<file path="config.mk">
export PLATFORM = sky130hd
export DESIGN_NAME = m_stage
export DESIGN_NICKNAME = d
export VERILOG_FILES = /design/src/rtl/m_stage.sv
export SDC_FILE = /design/constraint.sdc
export NUM_CORES = 1
export LEC_CHECK = 0
export CAP_MARGIN = 10
export CORE_MARGIN = 4
export CORE_UTILIZATION = 41
export DETAILED_ROUTE_END_ITERATION = 12
export HOLD_SLACK_MARGIN = 0.06
export PLACE_DENSITY = 0.77
export SETUP_SLACK_MARGIN = 0.1
export SYNTH_ARGS = -nofsm -noshare
export SYNTH_HDL_FRONTEND = slang
export SYNTH_SLANG_ARGS = --single-unit
</file>
<file path="constraint.sdc">
create_clock -name clk -period 1.9 [get_ports clk]
set_input_delay 0.285 -clock clk [delete_from_list [all_inputs] [get_ports clk]]
set_output_delay 0.285 -clock clk [all_outputs]
set_load 0.03 [all_outputs]
</file>
<file path="src/rtl/m_stage.sv">
// m_stage: RV32 memory stage issuing dmem requests and registering one write-back result per instruction
module m_stage #(
  parameter int N_BITS = 32,
  parameter int RD_BITS = 5
) (
  input  logic               clk,
  input  logic               rst,
  input  logic               x_valid,
  output logic               m_ready,
  input  logic [N_BITS-1:0]  x_data,
  input  logic [N_BITS-1:0]  x_store_data,
  input  logic [1:0]         x_mem_op,
  input  logic [1:0]         x_mem_size,
  input  logic               x_load_unsigned,
  input  logic [RD_BITS-1:0] x_rd,
  input  logic               x_rd_we,
  output logic               dmem_req_valid,
  input  logic               dmem_req_ready,
  output logic               dmem_req_we,
  output logic [N_BITS-1:0]  dmem_req_addr,
  output logic [N_BITS-1:0]  dmem_req_wdata,
  output logic [3:0]         dmem_req_be,
  input  logic               dmem_resp_valid,
  input  logic [N_BITS-1:0]  dmem_resp_data,
  output logic               w_valid,
  output logic [N_BITS-1:0]  w_data,
  output logic [RD_BITS-1:0] w_rd,
  output logic               w_rd_we,
  output logic               misalign_exc
);
  typedef enum logic [1:0] {IDLE, REQ, WAIT} state_t;
  state_t state_q, state_d;
  logic [N_BITS-1:0] addr_q, addr_d, wdata_q, wdata_d, w_data_q, w_data_d;
  logic [3:0] be_q, be_d;
  logic [1:0] size_q, size_d;
  logic we_q, we_d, uns_q, uns_d, rd_we_q, rd_we_d;
  logic [RD_BITS-1:0] rd_q, rd_d, w_rd_q, w_rd_d;
  logic w_valid_q, w_valid_d, w_rd_we_q, w_rd_we_d, exc_q, exc_d;
  logic is_mem, bad;
  logic [3:0] be_x;
  logic [N_BITS-1:0] wdata_x, load_x;
  logic [7:0] byte_l;
  logic [15:0] half_l;
  assign is_mem = (x_mem_op == 2'b01) || (x_mem_op == 2'b10);
  assign bad = (x_mem_size == 2'b11) || (x_mem_size == 2'b01 && x_data[0]) || (x_mem_size == 2'b10 && x_data[1:0] != 2'b00);
  assign be_x = x_mem_size == 2'b00 ? 4'b0001 << x_data[1:0] : x_mem_size == 2'b01 ? 4'b0011 << x_data[1:0] : 4'b1111;
  assign wdata_x = x_mem_size == 2'b00 ? {4{x_store_data[7:0]}} : x_mem_size == 2'b01 ? {2{x_store_data[15:0]}} : x_store_data;
  assign byte_l = dmem_resp_data[8*addr_q[1:0] +: 8];
  assign half_l = dmem_resp_data[16*addr_q[1] +: 16];
  assign load_x = size_q == 2'b00 ? {{(N_BITS-8){~uns_q & byte_l[7]}}, byte_l}
                : size_q == 2'b01 ? {{(N_BITS-16){~uns_q & half_l[15]}}, half_l}
                : dmem_resp_data;
  // next-state and result computation; pulses default low, everything else holds
  always_comb begin
    state_d = state_q;
    addr_d = addr_q;
    wdata_d = wdata_q;
    be_d = be_q;
    size_d = size_q;
    we_d = we_q;
    uns_d = uns_q;
    rd_d = rd_q;
    rd_we_d = rd_we_q;
    w_data_d = w_data_q;
    w_rd_d = w_rd_q;
    w_rd_we_d = w_rd_we_q;
    w_valid_d = 1'b0;
    exc_d = 1'b0;
    case (state_q)
      IDLE: if (x_valid) begin
        if (!is_mem) begin
          w_valid_d = 1'b1;
          w_data_d = x_data;
          w_rd_d = x_rd;
          w_rd_we_d = x_rd_we;
        end else if (bad) begin
          w_valid_d = 1'b1;
          w_rd_d = x_rd;
          w_rd_we_d = 1'b0;
          exc_d = 1'b1;
        end else begin
          state_d = REQ;
          addr_d = x_data;
          wdata_d = wdata_x;
          be_d = be_x;
          size_d = x_mem_size;
          we_d = x_mem_op[1];
          uns_d = x_load_unsigned;
          rd_d = x_rd;
          rd_we_d = x_rd_we;
        end
      end
      REQ: if (dmem_req_ready) begin
        state_d = we_q ? IDLE : WAIT;
        w_valid_d = we_q;
        w_rd_d = we_q ? rd_q : w_rd_q;
        w_rd_we_d = we_q ? 1'b0 : w_rd_we_q;
      end
      WAIT: if (dmem_resp_valid) begin
        state_d = IDLE;
        w_valid_d = 1'b1;
        w_data_d = load_x;
        w_rd_d = rd_q;
        w_rd_we_d = rd_we_q;
      end
      default: state_d = IDLE;
    endcase
  end
  // state and output registers with synchronous reset
  always_ff @(posedge clk) begin
    if (rst) begin
      state_q <= IDLE;
      addr_q <= '0;
      wdata_q <= '0;
      be_q <= '0;
      size_q <= '0;
      we_q <= 1'b0;
      uns_q <= 1'b0;
      rd_q <= '0;
      rd_we_q <= 1'b0;
      w_data_q <= '0;
      w_rd_q <= '0;
      w_rd_we_q <= 1'b0;
      w_valid_q <= 1'b0;
      exc_q <= 1'b0;
    end else begin
      state_q <= state_d;
      addr_q <= addr_d;
      wdata_q <= wdata_d;
      be_q <= be_d;
      size_q <= size_d;
      we_q <= we_d;
      uns_q <= uns_d;
      rd_q <= rd_d;
      rd_we_q <= rd_we_d;
      w_data_q <= w_data_d;
      w_rd_q <= w_rd_d;
      w_rd_we_q <= w_rd_we_d;
      w_valid_q <= w_valid_d;
      exc_q <= exc_d;
    end
  end
  assign m_ready = state_q == IDLE;
  assign dmem_req_valid = state_q == REQ;
  assign dmem_req_we = we_q;
  assign dmem_req_addr = {addr_q[N_BITS-1:2], 2'b00};
  assign dmem_req_wdata = wdata_q;
  assign dmem_req_be = be_q;
  assign w_valid = w_valid_q;
  assign w_data = w_data_q;
  assign w_rd = w_rd_q;
  assign w_rd_we = w_rd_we_q;
  assign misalign_exc = exc_q;
endmodule

</file>
==> metrics.txt <==
# TYPE chip_impl_metric gauge
chip_impl_info{name="status",value="completed"} 1
chip_impl_metric{name="synth-async-reset-ratio",unit="%"} 0
chip_impl_metric{name="fraction_of_final_layout_cells_with_drive_strength_greater_than_1",unit="%"} 16.7
chip_impl_metric{name="routed_vias_inst",unit=""} 5.44
chip_impl_info{name="criticalPathCategory",value="flip-flop to flip-flop"} 1
chip_impl_metric{name="leakage_power",unit="nW"} 3.47
chip_impl_metric{name="comb_power_share",unit="%"} 23.9
chip_impl_metric{name="synth_area",unit="um^2"} 6200
chip_impl_metric{name="clk_pin_slew_worst_paths",unit="ns"} 0.06
chip_impl_metric{name="port_buffers",unit=""} 220
chip_impl_metric{name="slew_viol_final",unit=""} 0
chip_impl_metric{name="setup_violations",unit=""} 0
chip_impl_info{name="root_buffer",value="clkbuf_16"} 1
chip_impl_metric{name="power.switching_fraction",unit="%"} 28.6
chip_impl_metric{name="synthToLayoutAreaGrowth",unit="%"} 53.2
chip_impl_info{name="reg2reg_to",value="w_data[23]$_SDFFE_PP0P_"} 1
chip_impl_metric{name="synth_seq_area_share",unit="%"} 38.7
chip_impl_metric{name="ys_seq_elements",unit=""} 120
chip_impl_metric{name="die_area",unit="um^2"} 17200
chip_impl_metric{name="placementRows",unit=""} 44
chip_impl_info{name="ys_top_cells_by_area",value="dfxtp_1 (39%), nand2_1 (9.1%), mux2i_1 (6.1%), a21oi_1 (5.0%), buf_4 (4.5%)"} 1
chip_impl_metric{name="first_pass_grt_wire_length",unit="um"} 31700
chip_impl_metric{name="final_global_route_overflow_total",unit=""} 0
chip_impl_metric{name="worst-r2r-cell-count",unit=""} 10
chip_impl_info{name="grt_setup_unrepaired",value="yes"} 1
chip_impl_info{name="hold_wc_startpoint",value="rst"} 1
chip_impl_metric{name="wirelength",unit="um"} 21400
chip_impl_metric{name="final_cell_area",unit="um^2"} 9500
chip_impl_metric{name="final_min_period_over_clock_period",unit="%"} 99.0
chip_impl_info{name="worst_hold_path_type",value="input port to flip-flop"} 1
chip_impl_info{name="netlist.top_cell.by_area",value="dfxtp_1"} 1
chip_impl_info{name="critPathCaptureType",value="flip-flop"} 1
chip_impl_metric{name="start_util",unit="%"} 42.2
chip_impl_metric{name="p_per_cell_area",unit="nW/um^2"} 814
chip_impl_metric{name="net-switching-power",unit="mW"} 2.21
chip_impl_metric{name="utilization",unit="%"} 64.6
chip_impl_metric{name="cts-htree-levels",unit=""} 4
chip_impl_info{name="hold_path_end",value="dmem_req_we$_SDFFE_PP0P_"} 1
chip_impl_metric{name="number_of_antenna_violations_at_the_first_check_in_global_routing",unit=""} 0
chip_impl_metric{name="path_max_fanout",unit=""} 6
chip_impl_metric{name="drc",unit=""} 0
chip_impl_metric{name="power.sequential.fraction",unit="%"} 35.8
chip_impl_metric{name="post_synth_inst_count",unit=""} 749
chip_impl_metric{name="clock_buffers_created_by_tritoncts",unit=""} 17
chip_impl_metric{name="firstDrtPassIters",unit=""} 5
chip_impl_metric{name="fin_nets",unit=""} 1081
chip_impl_metric{name="worst-slew-pin-transition",unit="ns"} 0.563
chip_impl_metric{name="place.gp.congestion",unit=""} 0.898
chip_impl_metric{name="cellInternalPower",unit="mW"} 5.52
chip_impl_metric{name="die_y",unit="um"} 131
chip_impl_metric{name="worst_skew_pair.late_latency",unit="ns"} 0.42
chip_impl_metric{name="synth_area_per_cell",unit="um^2"} 8.28
chip_impl_metric{name="grt_pass1_vias",unit=""} 5904
chip_impl_metric{name="clock.fmax",unit="MHz"} 532
chip_impl_metric{name="cts_hold_buffers",unit=""} 0
chip_impl_metric{name="area_share_of_the_largest_cell_type_after_synthesis",unit="%"} 38.7
chip_impl_info{name="layout.cells.most_common",value="clkdlybuf4s50_1"} 1
chip_impl_info{name="leading_cell_types_in_the_layout_fill_and_taps_excluded",value="clkdlybuf4s50_1 (215), nand2_1 (150), dfxtp_1 (115), a21oi_1 (62), buf_4 (52)"} 1
chip_impl_metric{name="synth_cell_types",unit=""} 49
chip_impl_metric{name="max-cap-violations",unit=""} 0
chip_impl_metric{name="finalPower",unit="mW"} 7.73
chip_impl_metric{name="core_area",unit="um^2"} 14700
chip_impl_info{name="cts_tree",value="built"} 1
chip_impl_info{name="startpoint_type",value="flip-flop"} 1
chip_impl_metric{name="synth_edf_count",unit=""} 0
chip_impl_metric{name="timing.max_slew.rel_slack",unit="%"} 62.4
chip_impl_metric{name="timing.final.crit_period",unit="ns"} 1.88
chip_impl_metric{name="post_dp_cell_area",unit="um^2"} 8570
chip_impl_metric{name="arrival_time_worst_endpoint",unit="ns"} 2.19
chip_impl_metric{name="grt_util_all_layers",unit="%"} 23.9
chip_impl_metric{name="n_antenna_cell",unit=""} 0
chip_impl_metric{name="route.vias.total",unit=""} 6289
chip_impl_info{name="synth-main-ff-cell",value="dfxtp_1"} 1
chip_impl_info{name="r2r_start",value="state_q[0]$_SDFFE_PP0P_"} 1
chip_impl_metric{name="p_clk_share",unit="%"} 40.3
chip_impl_metric{name="cts_sinks",unit=""} 120
chip_impl_metric{name="totalNegativeSetupSlack",unit="ns"} 0
chip_impl_metric{name="finalHoldViolCount",unit=""} 0
chip_impl_metric{name="cts_buffer_depth",unit=""} 2
chip_impl_metric{name="die_width",unit="um"} 131
chip_impl_metric{name="postRouteAntennaNets",unit=""} 0
chip_impl_metric{name="detail_route.iter0.violations",unit=""} 367
chip_impl_metric{name="hpwlAfterDp",unit="um"} 14800
chip_impl_metric{name="grt_start_max_net_pins",unit=""} 53
chip_impl_metric{name="synth.yosys.warnings",unit=""} 0
chip_impl_metric{name="finalClockSkew",unit="ns"} 0.00827
chip_impl_metric{name="avgRoutedWirePerCell",unit="um"} 18.5
chip_impl_metric{name="worst_ir_drop_on_vdd",unit="mV"} 0.686
chip_impl_metric{name="hold_path_depth",unit=""} 2
chip_impl_metric{name="worst_ep_required_time",unit="ns"} 2.21
chip_impl_metric{name="pin_count",unit=""} 223
chip_impl_metric{name="worst-r2r-setup-slack",unit="ns"} 0.02
-- synthesized netlist by cell type (16+ instances only) --
master,instances
a211oi_1,30
a31oi_1,29
dfxtp_1,120
buf_4,37
nand2_1,151
clkbuf_1,41
buf_2,16
a32o_1,16
a21oi_1,62
or2_2,17
o211ai_1,24
mux2i_1,38
nor2_1,43
nand3b_1,17
-- registers in the layout (all words and copies together), names as in the netlist --
signal / flops
misalign_exc: 1
uns_q: 1
dmem_req_we: 1
w_rd_we: 1
dmem_req_be: 4
rd_we_q: 1
w_data: 32
w_valid: 1
dmem_req_wdata: 32
w_rd: 5
addr_q: 32
size_q: 2
state_q: 2
rd_q: 5
-- cells by family (layout without fill, tap and decap cells) --
kind of cell / after synthesis / after routing / synth area share, %
buffers and inverters: 106 / 327 / 9.09
other: 1 / 2 / 0.0604
adders and majority gates: 9 / 9 / 1.81
AOI/OAI and AO/OA: 194 / 194 / 21.7
muxes: 41 / 41 / 6.86
DFF: 120 / 120 / 38.7
xor gates and xnor gates: 1 / 1 / 0.444
and+or+nand+nor: 277 / 278 / 21.3
-- per-layer routing --
layer	GRT usage (%)	part of all wire, %
met4	7.99	2.2
met3	5.24	5.9
met2	38.9	48
met1	31.3	44
met5	0	0
-- power groups by stage --
stage                     Sequential, mW  Combinational [mW]  Clock (mW)
after global placement              2.81                1.70           0
after global routing                2.78                1.96        3.28
final                               2.77                1.85        3.12
after detailed placement            2.81                1.71           0
after CTS                           2.76                1.81        3.16
after floorplan                     3.03               0.719           0
-- cell type report --
class / instances / area [um^2]
fillers: 1276 / 5200
multi-input cells: 525 / 3360
repair buffers: 289 / 2900
flip-flops and latches: 120 / 2410
clock buffers: 22 / 464
well taps: 184 / 230
clock inverters: 9 / 100
inverters: 7 / 31.3
-- repair_timing --
item	in CTS	in global routing
resized for setup	27	29
buffers inserted	9	2
pin swaps	6	11
endpoints found under the setup margin	37	109
cloned	5	1
-- through the flow --
stage | cells | hold slack, ns | worst slack (ns)
finish | 1156 | 0.265 | 0.0195
global route | 1156 | 0.273 | -0.0408
CTS | 1154 | 0.242 | 0.0245
detailed placement | 1109 | 0.446 | -0.468
global placement | 1109 | 0.441 | -0.432
floorplan | 750 | 0.421 | 0.0474
-- critical path, cell delays in order (launching register included) --
cell,delay (ns)
dfxtp_2,0.35
inv_4,0.05
ha_4,0.16
and3b_2,0.21
buf_6,0.12
a41oi_4,0.18
buf_6,0.16
buf_6,0.10
nor2_4,0.05
clkbuf_16,0.18
a32o_1,0.21
-- how the worst max path moves through the flow --
stage | startpoint | endpoint | slack (ns) | cells past startpoint
2_1_floorplan | state_q[1]$_SDFFE_PP0P_ | dmem_req_be[2]$_SDFFE_PP0P_ | 0.05 | 8
3_3_place_gp | x_mem_op[1] | w_data[11]$_SDFFE_PP0P_ | -0.43 | 5
3_5_place_dp | x_mem_op[1] | w_data[11]$_SDFFE_PP0P_ | -0.47 | 5
4_1_cts | state_q[1]$_SDFFE_PP0P_ | w_data[31]$_SDFFE_PP0P_ | 0.02 | 10
5_1_grt | state_q[0]$_SDFFE_PP0P_ | w_data[17]$_SDFFE_PP0P_ | -0.04 | 10
6_report | state_q[0]$_SDFFE_PP0P_ | w_data[23]$_SDFFE_PP0P_ | 0.02 | 10
No activity file was read; power rests on OpenSTA's default activity.
==> patch 1 (same flow settings) <==
`addr_q`, `wdata_q`, `be_q`, `rd_q` and `w_data_q` no longer have a reset.
--- a/src/rtl/m_stage.sv
+++ b/src/rtl/m_stage.sv
@@ -110,35 +110,33 @@
   always_ff @(posedge clk) begin
     if (rst) begin
       state_q <= IDLE;
-      addr_q <= '0;
-      wdata_q <= '0;
-      be_q <= '0;
       size_q <= '0;
       we_q <= 1'b0;
       uns_q <= 1'b0;
-      rd_q <= '0;
       rd_we_q <= 1'b0;
-      w_data_q <= '0;
       w_rd_q <= '0;
       w_rd_we_q <= 1'b0;
       w_valid_q <= 1'b0;
       exc_q <= 1'b0;
     end else begin
       state_q <= state_d;
-      addr_q <= addr_d;
-      wdata_q <= wdata_d;
-      be_q <= be_d;
       size_q <= size_d;
       we_q <= we_d;
       uns_q <= uns_d;
-      rd_q <= rd_d;
       rd_we_q <= rd_we_d;
-      w_data_q <= w_data_d;
       w_rd_q <= w_rd_d;
       w_rd_we_q <= w_rd_we_d;
       w_valid_q <= w_valid_d;
       exc_q <= exc_d;
     end
+  end
+
+  always_ff @(posedge clk) begin
+    addr_q   <= addr_d;
+    wdata_q  <= wdata_d;
+    be_q     <= be_d;
+    rd_q     <= rd_d;
+    w_data_q <= w_data_d;
   end
   assign m_ready = state_q == IDLE;
   assign dmem_req_valid = state_q == REQ;
Function: changed (Yosys sat finds a counterexample within 4 cycles, from zero or initial values and one cycle with rst high).
==> patch 1 against the original RTL <==
  * Setup slack better by 0.083 ns
  * Area after synthesis is 7.8% lower
  * Routed wire length is 21% lower
  * Sequential share of layout area is 13 points higher
  * Sequential cell count stayed put
  * First-iteration DRC count is 10% higher
  * Final area is 5.5% lower
  * Total power is 4.2% higher
==> patch 1: results (changes against the original RTL) <==
Logic synthesis
  • Most frequent cells after synthesis: edfxtp_1 (105), nand2_1 (52), buf_4 (33)
  • Sequential-to-total area share from yosys stat: 0.604 (+0.217)
  • Yosys cell types: 50 (+2.0%)
  • Avg Cell Area, Syn: 13.1 µm² (+58%)
  • EDFF count, synth: 105 (+105)
  • Synth Area in Compound Gates: 0.105 (-0.112)
  • XOR/XNOR Fraction of Synth Area: 0.00438 (-0.0000600)
  • Main area contributors after synthesis: edfxtp_1 (55%), dfxtp_1 (5.3%), buf_4 (4.3%), mux2_2 (3.9%), mux2i_1 (3.9%)

GRT
  • Largest net degree at the start of global routing: 38 (-28%)
  • GR Util All Layers: 0.211 (-0.0272)
  • Met2 Usage GRT: 0.356 (-0.0336)

Pwr
  • Maximum vdd drop: 0.773 mV (+13%)
  • P_leak: 3.33 nW (-4.1%)

Placed design
  • RePlAce Congestion: 0.793 (-12%)
  • Final HPWL DP: 12,500 µm (-15%)
  • Post-Place Cells: 820 (-26%)
  • Placed Area: 0.00826 mm² (-3.7%)
  • Pre-CTS setup slack: -0.306 ns (+0.162 ns)

Routing
  • WL final: 17,000 µm (-21%)
  • Iter 0 DRT Violations: 405 (+10%)
  • Met3 Wirelength: 1850 µm (+45%)
  • Via density: 5.22 (-4.0%)

Final layout
  • Inverters: 15 (+8)
  • CLK BUF: 19 (-14%)
  • Seq area share: 0.385 (+0.131)
  • Layout area overhead: 57.0%
  • Post-route design area: 0.00898 mm² (-5.5%)
  • Clock-cell share: 0.0659 (+0.00655)
  • Plain + repair buffers: 266 (-8.0%)
  • Final-stage net count: 787 (-27%)
  • Final-layout fill cell count: 1,011 (-21%)
  • Post-route insts no fill: 855 (-26%)
  • Fraction of area in multi-input gates: 0.214 (-0.140)
  • Multi-input logic cell count: 246 (-53%)

Worst hold path
  • Hold path depth: 3 (+1)
  • Hold Path Sink: addr_q[1]
  • HP Start: x_data[1]

Worst setup path
  • Worst Path Arrival: 1.91 ns (-0.28 ns)
  • CP endpoint: w_data[11]
  • Reg-to-Reg Start: state_q[1]
  • Flop2flop setup slack: 0.10 ns (+0.08 ns)
  • Reg2Reg Depth: 7 (-3)
  • Critical path fanouts, max: 16 (+10)

Timing
  • Clock Skews: 0.0107 ns (+0.00239 ns)
  • Min Tclk post-route: 1.80 ns (-0.0826 ns)

Status
  • Status: completed
[patch 1: cells by family after synthesis]
family                     Yosys count
muxes                               50
and+or+nand+nor                    102
adders and majority gates            9
DFF                                120
xor gates and xnor gates             2
AOI/OAI and AO/OA                   81
buffers and inverters               72
other                                1
[patch 1: worst max-delay path, cell delays in order (launching register included)]
cell and delay, ns:
dfxtp_2 0.37, inv_1 0.11, ha_4 0.24, inv_4 0.10, o21ai_2 0.08, a211oi_4 0.26, buf_12 0.16, clkbuf_16 0.18
[patch 1: report_power, final]
| group | switching [mW] | leakage (nW) | internal (mW) | total, mW |
|---|---|---|---|---|
| Combinational | 0.860 | 1.94 | 0.800 | 1.66 |
| Clock | 1.09 | 0.292 | 2.16 | 3.24 |
| Sequential | 0.0666 | 1.09 | 3.09 | 3.16 |
| Total | 2.01 | 3.33 | 6.05 | 8.06 |
[patch 1: repair_timing]
item	in CTS	in global routing
buffers inserted	0	1
pin swaps	1	2
setup endpoints to repair	6	57
cloned	0	2
resized for setup	9	13
==> patch 2 (same settings) <==
Without the edit above. Encoding of `state_t`: now one-hot (3 bits for 3 states).
--- a/src/rtl/m_stage.sv
+++ b/src/rtl/m_stage.sv
@@ -28,7 +28,7 @@
   output logic               w_rd_we,
   output logic               misalign_exc
 );
-  typedef enum logic [1:0] {IDLE, REQ, WAIT} state_t;
+  typedef enum logic [2:0] {IDLE = 3'b001, REQ = 3'b010, WAIT = 3'b100} state_t;
   state_t state_q, state_d;
   logic [N_BITS-1:0] addr_q, addr_d, wdata_q, wdata_d, w_data_q, w_data_d;
   logic [3:0] be_q, be_d;
Formal check against the unedited RTL: same outputs for any inputs over 4 cycles, from zero or initial values and one cycle with rst high; so few cycles prove little.
==> patch 2 against the original RTL <==
  * Total power is 20% higher
  * Sequential cell count rose by 1
  * Area after synthesis rose by 0.58%
  * Final area is 1.2% higher
  * Hold slack gained 0.044 ns
  * Routed wire length rose by 1.1%
  * Clock power grew 3%
  * Setup slack better by 0.068 ns
==> patch 2: results (changes against the original RTL) <==
Final layout
  • Final-layout fill cell count: 1,179 (-7.6%)
  • Final-stage net count: 1,098 (+1.6%)
  • Share of layout cells above drive strength 1: 0.169 (+0.00218)

Clock tree
  • Max clock buf depth: 2 (unchanged)
  • Worst skew pair latency: 0.42 ns (about the same)
  • CTS buffer count: 17 (unchanged)
  • H-tree levels: 4 (unchanged)
  • Clock-pin slew on the worst setup and hold paths: 0.06 ns (about the same)
  • Count of hold-fix buffers inserted at cts: 0 (unchanged)
  • Clock root cell: clkbuf_16

Logic synthesis
  • Yosys cell types: 46 (-6.1%)
  • Main area contributors after synthesis: dfxtp_1 (39%), nand2_1 (11%), a21oi_1 (9.4%), buf_4 (5.1%), mux2i_1 (3.5%)
  • Most frequent cells after synthesis: nand2_1 (182), dfxtp_1 (121), a21oi_1 (117)
  • Gate Count Post-Synth: 761 (+1.6%)
  • Synth Flop Type: dfxtp_1
  • Synth warn: 0 (unchanged)
  • Post-synth ARST share: 0 (unchanged)
  • Sequential-to-total area share from yosys stat: 0.388 (+0.000957)
  • Top cell type's share of synthesized area: 0.388 (+0.000957)

Worst hold path
  • Hold crit path type: primary input to flop

GRT
  • Wire length of the first global-routing pass: 32,600 µm (+2.9%)
  • Antenna violations before repair: 1 (+1)
  • Vias in the first global route: 6,044 (+2.4%)
  • Largest net degree at the start of global routing: 67 (+26%)
  • GR Util All Layers: 0.235 (-0.00366)

Timing
  • Hold Fails Final Rpt: 0 (unchanged)
  • Worst slew margin: 0.495 (-0.130)
  • Clock Skews: 0.00956 ns (+0.00129 ns)

Placed design
  • Port Buffers: 220 (unchanged)
  • Pre-CTS setup slack: -0.427 ns (+0.0407 ns)
  • RePlAce Congestion: 0.902 (+0.51%)
  • Final HPWL DP: 14,500 µm (-2.0%)
  • Placed Area: 0.00867 mm² (+1.1%)

Worst setup path
  • Worst Path Arrival: 2.14 ns (-0.05 ns)
  • Critical path fanouts, max: 18 (+12)

Routing
  • Iter 0 DRT Violations: 391 (+6.5%)
  • Pre-antenna DRT Iters: 5 (unchanged)
  • WL final: 21,700 µm (+1.1%)
  • Via count: 6,354 (+1.0%)

Pwr
  • Maximum vdd drop: 0.647 mV (-5.6%)
  • P_leak: 3.64 nW (+4.9%)

Status
  • Status: completed
[patch 2: changes by cell type in the layout (fill, tap and decap cells not counted), moves of 15 or more]
| cell | change |
|---|---|
| a31oi_1 | -29 |
| nand2_1 | +30 |
| mux2i_1 | -16 |
| a21o_1 | +22 |
| a22oi_1 | +15 |
| a21oi_1 | +50 |
| or2_2 | -17 |
| a211oi_1 | -21 |
| a32o_1 | -16 |
| o211ai_1 | -24 |
[patch 2: per-stage QoR]
step           hold slack, ns  std cells   util
5_1_grt                 0.301       1180  0.654
6_report                0.309       1180  0.654
3_5_place_dp            0.446       1130  0.590
2_1_floorplan           0.421        762      -
3_3_place_gp            0.440       1130  0.590
4_1_cts                 0.393       1165  0.634
[patch 2: what timing repair did]
item | CTS | global route
buffers inserted | 2 | 11
pin swaps | 3 | 13
resized for setup | 12 | 40
endpoints found under the setup margin | 120 | 116
cloned | 1 | 4
[patch 2: cell type report]
cell class | instances | area (µm²) | area share
Sequential cell | 121 | 2430 | 0.253
Timing Repair Buffer | 295 | 2990 | 0.310
Clock buffer | 20 | 457 | 0.0475
Clock inverter | 12 | 125 | 0.0130
Inverter | 3 | 13.8 | 0.00143
Tap cell | 184 | 230 | 0.0239
Multi-Input combinational cell | 544 | 3370 | 0.351
Antenna cell | 1 | 2.50 | 0.000260
[patch 2: worst max-delay path, cell delays in order]
cell and delay, ns:
clkdlybuf4s50_1 0.45, inv_2 0.10, ha_4 0.15, nor2b_4 0.18, nor2_1 0.08, buf_4 0.15
nor2_4 0.23, buf_12 0.20, nor2_1 0.05, a311oi_1 0.24
[patch 2: logic make-up after synthesis]
group / synth area share
multiplexers: 0.0768
adder cells (fa/ha/maj): 0.00802
XOR/XNOR: 0.00281
flip-flops: 0.388
other: 0.000601
buffers and inverters: 0.0916
AND/OR/NAND/NOR: 0.201
AO/OA/AOI/OAI: 0.231
[patch 2: report_power, final]
group	switching, mW	leakage, nW	internal [mW]
clock	1.21	0.282	1.99
combinational	1.61	2.38	1.48
sequential	0.171	0.985	2.81
[patch 2: worst paths after layout]
| check | from | endpoint | slack [ns] | cells past startpoint |
|---|---|---|---|---|
| max reg2reg | state_q[0] | dmem_req_wdata[8] | 0.13 | 7 |
| min | x_mem_op[1] | dmem_req_we | 0.31 | 4 |
| max | x_data[1] | dmem_req_wdata[8] | 0.09 | 10 |
| min reg2reg | addr_q[4] | addr_q[4] | 0.45 | 2 |
[patch 2: per-layer routing]
metal  part of all wire  GRT usage  wire (µm)
met1               0.42      0.295       9070
met4              0.030     0.0898        658
met2               0.49      0.393      10700
met3              0.059     0.0562       1280
met5                  0          0          0
